===== src/rtl/stopwatch_ctrl.sv =====
// MM:SS stopwatch sequencer: run/pause/clear/adjust FSM, 1 s prescaler, BCD time and adjust blink.
// States: IDLE stopped at 00:00 | RUN counting | PAUSE held, fraction kept | ADJUST editing a field
module stopwatch_ctrl #(
  parameter int TICK_DIV = 100_000_000
) (
  input  logic       clk,
  input  logic       rst_n,
  input  logic       btn_start,
  input  logic       btn_clear,
  input  logic       btn_adj,
  input  logic       btn_sel,
  input  logic       btn_inc,
  output logic [4:0] min_l,
  output logic [4:0] min_r,
  output logic [4:0] sec_l,
  output logic [4:0] sec_r,
  output logic       running,
  output logic       adj_mode,
  output logic       adj_field,
  output logic       disp_en_min,
  output logic       disp_en_sec,
  output logic       rollover
);
  typedef enum logic [1:0] {IDLE = 2'd0, RUN = 2'd1, PAUSE = 2'd2, ADJUST = 2'd3} state_t;

  localparam int CW = $clog2(TICK_DIV);
  localparam logic [CW-1:0] TICK_LAST  = CW'(TICK_DIV - 1);
  localparam logic [CW-1:0] BLINK_LAST = CW'(TICK_DIV / 2 - 1);

  state_t        state, state_nxt;
  logic [CW-1:0] tick_cnt, tick_cnt_nxt, blink_cnt, blink_cnt_nxt;
  logic [7:0]    min_q, min_nxt, sec_q, sec_nxt;
  logic          field_nxt, phase, phase_nxt, roll_nxt;
  logic          p_clear, p_start, p_adj, p_sel, p_inc;
  logic          tick, sec_wrap, min_wrap;

  // Packed BCD {tens, units} incremented modulo 60.
  function automatic logic [7:0] inc60(input logic [7:0] v);
    if (v[3:0] != 4'd9) return {v[7:4], v[3:0] + 4'd1};
    if (v[7:4] != 4'd5) return {v[7:4] + 4'd1, 4'd0};
    return 8'h00;
  endfunction

  assign p_clear  = btn_clear;
  assign p_start  = btn_start & ~btn_clear;
  assign p_adj    = btn_adj & ~btn_start & ~btn_clear;
  assign p_sel    = btn_sel & ~btn_adj & ~btn_start & ~btn_clear;
  assign p_inc    = btn_inc & ~btn_sel & ~btn_adj & ~btn_start & ~btn_clear;
  assign tick     = (state == RUN) && (tick_cnt == TICK_LAST);
  assign sec_wrap = (sec_q == 8'h59);
  assign min_wrap = (min_q == 8'h59);

  always_comb begin
    state_nxt     = state;
    tick_cnt_nxt  = tick_cnt;
    min_nxt       = min_q;
    sec_nxt       = sec_q;
    field_nxt     = adj_field;
    blink_cnt_nxt = blink_cnt;
    phase_nxt     = phase;
    roll_nxt      = 1'b0;
    if (p_clear) begin
      min_nxt      = 8'h00;
      sec_nxt      = 8'h00;
      tick_cnt_nxt = '0;
      if (state != ADJUST) state_nxt = IDLE;
    end else begin
      case (state)
        IDLE: begin
          tick_cnt_nxt = '0;
          if (p_start) state_nxt = RUN;
          else if (p_adj) begin
            state_nxt = ADJUST;
            field_nxt = 1'b0;
          end
        end
        RUN: begin
          // A pause edge holds the count so the fractional second survives.
          if (tick) begin
            sec_nxt      = inc60(sec_q);
            if (sec_wrap) min_nxt = inc60(min_q);
            roll_nxt     = sec_wrap & min_wrap;
            tick_cnt_nxt = '0;
          end else if (!p_start) tick_cnt_nxt = tick_cnt + 1'b1;
          if (p_start) state_nxt = PAUSE;
        end
        PAUSE: begin
          if (p_start) state_nxt = RUN;
          else if (p_adj) begin
            state_nxt    = ADJUST;
            field_nxt    = 1'b0;
            tick_cnt_nxt = '0;
          end
        end
        ADJUST: begin
          tick_cnt_nxt = '0;
          if (p_start) state_nxt = RUN;
          else if (p_adj) state_nxt = (min_q == 8'h00 && sec_q == 8'h00) ? IDLE : PAUSE;
          else if (p_sel) field_nxt = ~adj_field;
          else if (p_inc) begin
            if (adj_field) sec_nxt = inc60(sec_q);
            else min_nxt = inc60(min_q);
          end
        end
        default: state_nxt = IDLE;
      endcase
    end
    if (state_nxt != ADJUST || state != ADJUST || p_sel || p_inc) begin
      blink_cnt_nxt = '0;
      phase_nxt     = 1'b1;
    end else if (blink_cnt == BLINK_LAST) begin
      blink_cnt_nxt = '0;
      phase_nxt     = ~phase;
    end else begin
      blink_cnt_nxt = blink_cnt + 1'b1;
    end
  end

  always_ff @(posedge clk) begin
    if (!rst_n) begin
      state       <= IDLE;
      tick_cnt    <= '0;
      blink_cnt   <= '0;
      min_q       <= 8'h00;
      sec_q       <= 8'h00;
      adj_field   <= 1'b0;
      phase       <= 1'b1;
      running     <= 1'b0;
      adj_mode    <= 1'b0;
      disp_en_min <= 1'b1;
      disp_en_sec <= 1'b1;
      rollover    <= 1'b0;
    end else begin
      state       <= state_nxt;
      tick_cnt    <= tick_cnt_nxt;
      blink_cnt   <= blink_cnt_nxt;
      min_q       <= min_nxt;
      sec_q       <= sec_nxt;
      adj_field   <= field_nxt;
      phase       <= phase_nxt;
      running     <= (state_nxt == RUN);
      adj_mode    <= (state_nxt == ADJUST);
      disp_en_min <= phase_nxt | ~((state_nxt == ADJUST) & ~field_nxt);
      disp_en_sec <= phase_nxt | ~((state_nxt == ADJUST) & field_nxt);
      rollover    <= roll_nxt;
    end
  end

  assign min_l = {1'b0, min_q[7:4]};
  assign min_r = {1'b0, min_q[3:0]};
  assign sec_l = {1'b0, sec_q[7:4]};
  assign sec_r = {1'b0, sec_q[3:0]};
endmodule


===== config.mk =====
export PLATFORM = sky130hd
export DESIGN_NAME = stopwatch_ctrl
export DESIGN_NICKNAME = d
export VERILOG_FILES = /design/src/rtl/stopwatch_ctrl.sv
export SDC_FILE = /design/constraint.sdc
export NUM_CORES = 1
export LEC_CHECK = 0
export CAP_MARGIN = 20
export CORE_ASPECT_RATIO = 2
export CORE_UTILIZATION = 52
export DETAILED_ROUTE_END_ITERATION = 12
export PLACE_DENSITY = 0.76
export REMOVE_ABC_BUFFERS = 1
export SLEW_MARGIN = 10
export SYNTH_ARGS = -nofsm -noshare
export SYNTH_HDL_FRONTEND = slang
export SYNTH_SLANG_ARGS = --single-unit

===== constraint.sdc =====
create_clock -name clk -period 2.3 [get_ports clk]
set_clock_uncertainty 0.2 [all_clocks]
set_input_delay 0.345 -clock clk [delete_from_list [all_inputs] [get_ports clk]]
set_output_delay 0.345 -clock clk [all_outputs]
set_load 0.05 [all_outputs]

==> qor.txt <==
status = finished, final reports clean
RSZ-0062 raised after global routing = true
Routed Wire Length = 9727 um
clk slew on worst S/H paths = 0.06 ns
worst slew pin tran = 0.5282 ns
initial antenna violation count = 0
max cap viols = 0
Final nets = 543
delay-heaviest family, CP = simple AND/OR/NAND/NOR gates
num rows = 44
antenna cells = 0
P_int = 2.392 mW
Distinct cells, synth = 57
fillers = 606
worst skew pair latency = 0.34 ns
Die Y = 124.9 um
Tot GR Track Use = 0.2584
clock sinks = 79
post-route ant nets = 0
Vias/cell = 5.661
minimum clock period = 2.280 ns
CTS Buffer Depth = 2
post-synthesis async set-or-reset flop share = 0
Pwr Density = 608.4 mW/mm^2
WHS = 0.2494 ns
most frequently used flop master after synthesis = dfxtp_1
grt total ovfl = 0
Initial DRC Count = 254
number of synthesized flops with an enable pin = 0
Area growth syn-to-layout = 26.91%
Critical Path End Type = flop
I/O Buffers = 28
Reg power frac = 0.454
io pins = 33
crit path buf inv count = 0
max-slew violations = 0
CTS tree = yes
Syn Inst Count = 462
Core ar. = 0.007267 sq mm
critical-path maximum fanout = 5
Power, Total = 3.034 mW
Crit path arrival time = 2.35 ns
Avg WL per Cell = 15.42 um
H-tree depth = 3
Slew headroom = 0.6468
Worst Hold Class = flop to flop
clock power share = 0.508
Sw Ratio = 0.2116
Max rail drop VDD = 0.0006283 V
met2 Usage GRT = 0.4837
Post-Synthesis Cell Area = 0.003929 sq mm
busiest grt layer = met2
Worst setup SP type = flop
Vias = 3572
Worst EP required = 2.37 ns
critical path class = flop to flop
Ys Warns = 0
vias in the first global route = 3497
Yosys reg bits = 79
crit path cell chain = ha_2 > and2_4 > nand4_1 > nor4_4 > o211ai_2 > or4b_1 > a21oi_1
Final HPWL DP = 7053 um
Seq/Total Area, Yosys = 0.4025
DRC = 0
fin crit share = 0.9912
layout cell share with drive strength beyond 1 = 0.1707
leakage power = 1.808 nW
clk root buf = clkbuf_16
FMAX = 438.6 MHz
CP max-delay cell = or4b_1
die area = 0.007928 sq mm
Comb power frac = 0.038
P_sw = 642.0 uW
final-report hold violation count = 0
1st-pass router iterations = 4
Final GP Congestion = 0.8544
# setup viols final = 0
first-pass GRT wire length = 16100 um
met1 Use GR = 0.2589
initial core utilization = 0.5406
CP peak stage delay = 0.52 ns
largest net degree at the start of global routing = 27
synthesized area per cell = 8.504 sq um
Die X = 63.46 um
Num CTS Buffers = 9
Post-CTS Hold Fix Bufs = 0
GRT met3 Usage = 0.05769
## logic make-up after synthesis
group / count (synthesis) / synth area share
compound gates: 40 / 0.06879
xor+xnor: 56 / 0.1248
fa+ha+maj: 2 / 0.006368
buf+inv: 32 / 0.03854
flops: 79 / 0.4025
mux: 5 / 0.01274
other cells: 1 / 0.0009545
simple gates: 247 / 0.3452
## power groups by stage
stage,Sequential [mW],Clock (mW),Combinational [mW]
finish,1.38,1.54,0.116
global route,1.38,1.63,0.124
CTS,1.38,1.56,0.113
detailed placement,1.41,0,0.112
global placement,1.41,0,0.111
floorplan,1.41,0,0.0513
## through the flow
stage               worst slack (ns)  cells  setup TNS [ns]  area (sq um)    util
global placement             -0.2287    611          -11.12          4596  0.6324
CTS                          0.01273    627               0          4921  0.6772
detailed placement           -0.3351    611          -13.23          4596  0.6324
floorplan                    -0.1563    446          -7.086          3837       -
finish                       0.02016    631               0          4986  0.6861
global route                -0.05828    631         -0.1060          4986  0.6861
## routing by layer
metal	share of wire	vias to the layer above
met3	0.031	19
met2	0.58	57
met1	0.37	1736
li1	-	1760
met4	0.024	0
met5	0	-
## worst reg2reg max path: cells and delay by family, from the launching register on
kind                     cells  cell delay [ns]
AND/OR/NAND/NOR              4             1.19
flip-flops                   1             0.33
AO/OA/AOI/OAI                2             0.32
adder cells (fa/ha/maj)      1             0.18
## final cells by class
type,instances,area [sq um],share of cell area
clock buffer,10,239.0,0.04793
sequential,79,1585,0.3179
tap,92,115.1,0.02309
clock inverter,6,83.83,0.01681
inverter,13,48.80,0.009787
timing repair buffer,77,680.7,0.1365
multi-input combinational,354,2233,0.4479
## flip-flops by register name, summed over array words and instances, names as in the netlist
| register | count |
|---|---|
| disp_en_min | 1 |
| adj_mode | 1 |
| min_q | 8 |
| phase | 1 |
| disp_en_sec | 1 |
| tick_cnt | 27 |
| state | 2 |
| blink_cnt | 27 |
| sec_q | 8 |
| rollover | 1 |
| running | 1 |
| adj_field | 1 |
## path summary, 6_finish.rpt
path | end | depth (start not counted) | start | slack (ns)
hold reg to reg | blink_cnt[0] | 1 | blink_cnt[0] | 0.25
hold / removal | blink_cnt[0] | 1 | blink_cnt[0] | 0.25
setup reg to reg | sec_q[6] | 7 | tick_cnt[1] | 0.02
setup / recovery | sec_q[6] | 7 | tick_cnt[1] | 0.02
## cells in the mapped netlist (2+ instances only)
library cell | number | area, sq um
a21oi_1 | 17 | 85.08
and2_1 | 5 | 31.28
and3_1 | 9 | 56.30
and3b_1 | 2 | 17.52
and4_1 | 8 | 70.07
and4bb_1 | 3 | 37.54
buf_2 | 7 | 35.03
buf_4 | 4 | 30.03
clkbuf_1 | 7 | 26.28
dfxtp_1 | 79 | 1582
ha_1 | 2 | 25.02
inv_1 | 13 | 48.80
mux2i_1 | 5 | 50.05
nand2_1 | 33 | 123.9
nand3_1 | 30 | 150.1
nand3b_1 | 2 | 15.01
nand4_1 | 25 | 156.4
nor2_1 | 80 | 300.3
nor2b_1 | 5 | 31.28
nor3_1 | 7 | 35.03
nor4_1 | 7 | 43.79
nor4b_1 | 2 | 17.52
o21ai_0 | 11 | 55.05
or2_2 | 4 | 25.02
or3_1 | 4 | 25.02
or4_1 | 6 | 45.04
xnor2_1 | 12 | 105.1
xor2_1 | 44 | 385.4
## repair_timing
action	4_1_cts	5_1_grt
buffers inserted	0	4
endpoints found under the setup margin	1	34
gates resized for setup	2	13
gates cloned	0	0
pin swaps	1	11
## placed cells by master (no fill, tap or decap), types with 13 or more instances in the layout
cell type,count
inv_1,13
a21oi_1,17
xor2_1,44
dfxtp_1,76
nand2_1,33
nor2_1,79
clkdlybuf4s50_1,25
nand4_1,25
nand3_1,29
buf_4,47
No activity file was read; power rests on OpenSTA's default activity.
